`src/rtl/pc_pkg.sv`:
```
// Shared types and constants for the program counter sequencer.
// Op codes 6 and 7 are left unnamed; the sequencer treats them as increment.
package pc_pkg;

  typedef enum logic [2:0] {
    OP_HOLD   = 3'd0,
    OP_INC    = 3'd1,
    OP_JUMP   = 3'd2,
    OP_BRANCH = 3'd3,
    OP_CALL   = 3'd4,
    OP_RET    = 3'd5
  } pc_op_e;

  typedef enum logic {
    ST_RUN   = 1'b0,
    ST_FAULT = 1'b1
  } pc_state_e;

  localparam logic [1:0] FC_NONE = 2'd0;
  localparam logic [1:0] FC_OVF  = 2'd1;
  localparam logic [1:0] FC_UNF  = 2'd2;

endpackage

```
`src/rtl/pc_ras.sv`:
```
// Return-address stack: small LIFO whose top entry is always visible on rdata.
// Push when full and pop when empty are ignored; the caller turns them into faults.
module pc_ras #(
  parameter int AW        = 16,
  parameter int RAS_DEPTH = 4,
  localparam int CW = $clog2(RAS_DEPTH + 1),
  localparam int IW = (RAS_DEPTH > 1) ? $clog2(RAS_DEPTH) : 1
) (
  input  logic          clk,
  input  logic          rst,
  input  logic          push,
  input  logic          pop,
  input  logic [AW-1:0] wdata,
  output logic [AW-1:0] rdata,
  output logic [CW-1:0] count,
  output logic          full,
  output logic          empty
);

  logic [AW-1:0] stack [RAS_DEPTH];
  logic [IW-1:0] wrIdx;
  logic [IW-1:0] rdIdx;

  assign full  = (count == CW'(RAS_DEPTH));
  assign empty = (count == '0);
  assign wrIdx = IW'(count);
  assign rdIdx = IW'(count - CW'(1));
  assign rdata = stack[rdIdx];

  always_ff @(posedge clk or posedge rst) begin
    if (rst) begin
      count <= '0;
    end else if (push && !full) begin
      count <= count + CW'(1);
    end else if (pop && !empty) begin
      count <= count - CW'(1);
    end
  end

  // Entries need no reset: nothing is read below count.
  always_ff @(posedge clk) begin
    if (push && !full) begin
      stack[wrIdx] <= wdata;
    end
  end

endmodule

```
`src/rtl/pc_sequencer.sv`:
```
// Registered program counter with stall, jump, relative branch and call/return.
// state    | meaning
// ST_RUN   | ops sampled when en=1
// ST_FAULT | stack misuse trapped; pc/stack/code frozen until clr_fault
module pc_sequencer
  import pc_pkg::*;
#(
  parameter int AW        = 16,
  parameter int RAS_DEPTH = 4,
  parameter logic [AW-1:0] RESET_ADDR = '0,
  parameter logic [AW-1:0] TRAP_ADDR  = AW'(16'hFFF0)
) (
  input  logic                             clk,
  input  logic                             rst,
  input  logic                             en,
  input  logic [2:0]                       op,
  input  logic                             cond,
  input  logic [AW-1:0]                    target,
  input  logic [AW-1:0]                    offset,
  input  logic                             clr_fault,
  output logic [AW-1:0]                    pc,
  output logic [$clog2(RAS_DEPTH+1)-1:0]   ras_count,
  output logic                             fault,
  output logic [1:0]                       fault_code
);

  pc_state_e     state, stateNext;
  logic [AW-1:0] pcNext;
  logic [AW-1:0] pcInc;
  logic [1:0]    codeNext;
  logic          rasPush, rasPop, rasFull, rasEmpty;
  logic [AW-1:0] rasRdata;

  assign pcInc = pc + AW'(1);
  assign fault = (state == ST_FAULT);

  pc_ras #(.AW(AW), .RAS_DEPTH(RAS_DEPTH)) uRas (
    .clk   (clk),
    .rst   (rst),
    .push  (rasPush),
    .pop   (rasPop),
    .wdata (pcInc),
    .rdata (rasRdata),
    .count (ras_count),
    .full  (rasFull),
    .empty (rasEmpty)
  );

  always_ff @(posedge clk or posedge rst) begin
    if (rst) begin
      state      <= ST_RUN;
      pc         <= RESET_ADDR;
      fault_code <= FC_NONE;
    end else begin
      state      <= stateNext;
      pc         <= pcNext;
      fault_code <= codeNext;
    end
  end

  always_comb begin
    stateNext = state;
    pcNext    = pc;
    codeNext  = fault_code;
    rasPush   = 1'b0;
    rasPop    = 1'b0;
    unique case (state)
      ST_RUN: begin
        if (en) begin
          case (op)
            OP_HOLD:   pcNext = pc;
            OP_JUMP:   pcNext = target;
            OP_BRANCH: pcNext = cond ? (pc + offset) : pcInc;
            OP_CALL: begin
              if (rasFull) begin
                stateNext = ST_FAULT;
                codeNext  = FC_OVF;
                pcNext    = TRAP_ADDR;
              end else begin
                rasPush = 1'b1;
                pcNext  = target;
              end
            end
            OP_RET: begin
              if (rasEmpty) begin
                stateNext = ST_FAULT;
                codeNext  = FC_UNF;
                pcNext    = TRAP_ADDR;
              end else begin
                rasPop = 1'b1;
                pcNext = rasRdata;
              end
            end
            default:   pcNext = pcInc;
          endcase
        end
      end
      ST_FAULT: begin
        // Clearing takes the whole cycle; any op presented alongside is dropped.
        if (clr_fault) begin
          stateNext = ST_RUN;
          codeNext  = FC_NONE;
        end
      end
      default: stateNext = ST_RUN;
    endcase
  end

endmodule

```
`config.mk`:
```
export PLATFORM = sky130hd
export DESIGN_NAME = pc_sequencer
export DESIGN_NICKNAME = d
export VERILOG_FILES = /design/src/rtl/pc_pkg.sv /design/src/rtl/pc_ras.sv /design/src/rtl/pc_sequencer.sv
export SDC_FILE = /design/constraint.sdc
export NUM_CORES = 1
export LEC_CHECK = 0
export ABC_AREA = 0
export ABC_CLOCK_PERIOD_IN_PS = 4710
export CORE_UTILIZATION = 58
export CTS_BUF_LIST = sky130_fd_sc_hd__clkbuf_8
export DETAILED_ROUTE_END_ITERATION = 8
export PLACE_DENSITY = 0.9
export SETUP_SLACK_MARGIN = 0.4
export SYNTH_ARGS = -nofsm -noshare
export SYNTH_HDL_FRONTEND = slang
export SYNTH_SLANG_ARGS = --single-unit
```
`constraint.sdc`:
```
create_clock -name clk -period 4.71 [get_ports clk]
set_input_delay 0.942 -clock clk [delete_from_list [all_inputs] [get_ports clk]]
set_output_delay 0.942 -clock clk [all_outputs]
set_load 0.01 [all_outputs]
```
==> results.sh <==
export IMPL_status="complete, no violations"
export IMPL_cts_hold_buf=0
export IMPL_hpwl_um=10100
export IMPL_die_area_um2=9500
export IMPL_pin_count=62
export IMPL_syn_area_per_cell_um2=11.3
export IMPL_synth_edf_count=64
export IMPL_placed_area_um2=5930
export IMPL_slowest_delay_ns=0.96
export IMPL_path_common_cell="o21ai_0"
export IMPL_wirelength_um=13600
export IMPL_max_vdd_ir_drop_uv=348
export IMPL_async_reset_ff_frac=0.256
export IMPL_drc=0
export IMPL_start_util=0.603
export IMPL_post_route_period_util=0.733
export IMPL_syn_area_um2=5280
export IMPL_tns_ns=0
export IMPL_nNetsFinal=582
export IMPL_path_buf_inv=2
export IMPL_post_drt_wl_per_cell_um=21.5
export IMPL_clock_sinks=86
export IMPL_drtAntennaViolNets=0
export IMPL_cp_data_arrival_time_ns=3.71
export IMPL_whs_ns=0.538
export IMPL_antenna_found_initial=0
export IMPL_seq_area_um2=2470
export IMPL_area_growth_pct=15.3
export IMPL_cts_root_buf="clkbuf_8"
export IMPL_cp_max_fo=21
export IMPL_synth_top_area_frac=0.364
export IMPL_critical_path_top_delay_family="buffers and inverters"
export IMPL_cts_tree="built"
export IMPL_htree_levels=3
export IMPL_max_slew_worst_pin_slew_ns=0.926
export IMPL_drive_gt1_frac=0.0876
export IMPL_slowest_stage="clkdlybuf4s50_1"
export IMPL_drv_cap=0
export IMPL_antenna_cells_inserted=0
export IMPL_clkLatencyLatePin_ns=0.35
export IMPL_power_density_nw_per_um2=500
export IMPL_leakagePower_nw=2.23
export IMPL_syn_nets=528
export IMPL_dp_slack_ns=1.06
export IMPL_cts_path_max_buffers=2
export IMPL_clkTransAtPathRegs_ns=0.08
export IMPL_grt_ovfl_total=0
export IMPL_synthCells=466
export IMPL_clock_fmax_mhz=289
export IMPL_yosys_warnings=0
export IMPL_fillerInstances=637
export IMPL_slew_violations=0
export IMPL_worstPathRequired_ns=4.97
export IMPL_cts_resized=0
export IMPL_rrSetupSlack_ns=1.50
export IMPL_io_buffer_count=61
export IMPL_path_cells="clkdlybuf4s50_1 -> clkinv_1 -> o21ai_0 -> nand2_1 -> o32ai_1 -> a221oi_1 -> o21ai_0"
export IMPL_grtUsageTotal=0.297
export IMPL_rsz0062_at_grt="no"
export IMPL_crit_type="in -> reg"
export IMPL_design_area_um2=6090
export IMPL_hp_class="reg -> reg"
export IMPL_grt_max_degree=23
export IMPL_finalSetupViolCount=0
export IMPL_seq_area_frac_synth=0.468
export IMPL_finalWorstSetupSlack_ns=1.26
export IMPL_drt_iter0_markers=429
export IMPL_final_hold_viol_count=0
export IMPL_num_vias=4284
export IMPL_cts_setup_buffers=0
export IMPL_period_minus_slack_ns=3.45
export IMPL_synth_top_area_cell="edfxtp_1"
export IMPL_die_height_um=97.4
export IMPL_core_um2=8760
export IMPL_dr_pass1_iters=6
export IMPL_die_w_um=97.4
export IMPL_slew_headroom=0.382
export IMPL_finalPower_mw=3.05
export IMPL_startpoint_type="input pin"
export IMPL_yosysUniqueCellTypes=80
export IMPL_grt_pass1_vias=4257
export IMPL_placementRows=34
export IMPL_synth_seq_cells=86
export IMPL_synth_area_leaders="edfxtp_1, dfrtp_1, mux4_2, ha_1, nand2_1"
export IMPL_cp_end_kind="register"
export IMPL_synth_ff_type="edfxtp_1"
export IMPL_place_congestion=0.938
export IMPL_skew_ns=0.0114
export IMPL_vias_per_cell=6.77
export IMPL_multiInputGateArea_um2=2620
export IMPL_grt_pass1_wl_um=21700
export IMPL_cts_made_buffers=9
-- Yosys cell counts (6+ instances only) --
master    number
o21ai_0       19
ha_1          21
mux4_2        15
o21a_1         8
and3_1         9
nand3_1       18
a31oi_1        6
nor2_1        22
o22ai_1        6
a21oi_1       23
a21o_1        10
xor2_1        13
nand2_1       37
xnor2_1       10
inv_1         16
nor2b_1        7
clkbuf_1       6
edfxtp_1      64
nand2b_1       8
dfrtp_1       22
buf_2          8
a221oi_1       6
-- metal layers --
layer / global-route usage / wire length [µm] / up-vias
li1: - / - / 1929
met1: 0.401 / 5590 / 2060
met2: 0.459 / 6290 / 251
met3: 0.0691 / 1200 / 44
met4: 0.133 / 527 / 0
met5: 0 / 0 / -
-- logic make-up (layout without fill, tap and decap cells) --
group           Yosys count  in the layout  synth area share
xor+xnor                 24             24            0.0412
fa+ha+maj                25             25            0.0592
mux                      19             19            0.0715
flops                    86             86             0.468
buf+inv                  38             97            0.0358
compound gates          135            135             0.181
simple gates            139            139             0.143
-- cell usage in the layout (no fill, tap or decap), types with 3 or more instances in the layout --
cell type,n
a211oi_1,4
a21o_1,10
a21oi_1,23
a221oi_1,6
a22oi_1,4
a31oi_1,6
and2_1,5
and3_1,9
and3b_1,3
and4_1,4
buf_4,3
clkbuf_8,9
clkdlybuf4s50_1,61
clkinv_1,3
clkinvlp_4,3
dfrtp_1,22
edfxtp_1,64
ha_1,21
inv_1,17
maj3_1,3
mux2i_1,4
mux4_2,15
nand2_1,37
nand2b_1,8
nand3_1,18
nand3b_1,3
nand4_1,4
nor2_1,22
nor2b_1,7
nor3_1,5
o211ai_1,5
o21a_1,8
o21ai_0,19
o21ai_1,4
o22ai_1,6
o31ai_1,5
xnor2_1,10
xor2_1,13
-- final timing paths --
check / start / endpoint / depth (start not counted)
max: op[0] / pc[2]$_DFFE_PP0P_ / 7
min: fault_code[0]$_DFFE_PP0P_ / fault_code[0]$_DFFE_PP0P_ / 2
max reg2reg: uRas.count[1]$_DFFE_PP0P_ / pc[7]$_DFFE_PP0P_ / 7
min reg2reg: fault_code[0]$_DFFE_PP0P_ / fault_code[0]$_DFFE_PP0P_ / 2
max in group asynchronous: rst / pc[2]$_DFFE_PP0P_ / 2
min in group asynchronous: rst / pc[14]$_DFFE_PP0P_ / 2
-- metrics by stage --
stage / utilization / cells
floorplan: - / 466
global placement: 0.676 / 617
detailed placement: 0.676 / 617
CTS: 0.695 / 633
global route: 0.695 / 633
finish: 0.695 / 633
-- worst reg2reg max path, stage by stage, from the launching register on --
cell,delay [ns]
dfrtp_1,0.47
inv_1,0.13
ha_1,0.87
mux4_2,0.47
a221oi_1,0.33
a21boi_0,0.44
o221ai_1,0.24
o21a_1,0.16
-- sequential cells by signal, summed over array words and instances, names as in the netlist --
signal and count:
fault 1, uRas.count 3, fault_code 2, pc 16, uRas.stack 64
-- report_power, final --
group / switching, mW / internal (mW)
Combinational: 0.797 / 0.670
Clock: 0.267 / 0.187
Sequential: 0.152 / 0.975
-- area by class of cell --
cell class | count | area share
Tap cell | 108 | 0.0222
Sequential cell | 86 | 0.406
Multi-Input combinational cell | 342 | 0.430
Timing Repair Buffer | 64 | 0.104
Clock inverter | 7 | 0.00698
Clock buffer | 9 | 0.0203
Inverter | 17 | 0.0105
Note: power is estimated with default switching activity, not from simulation.
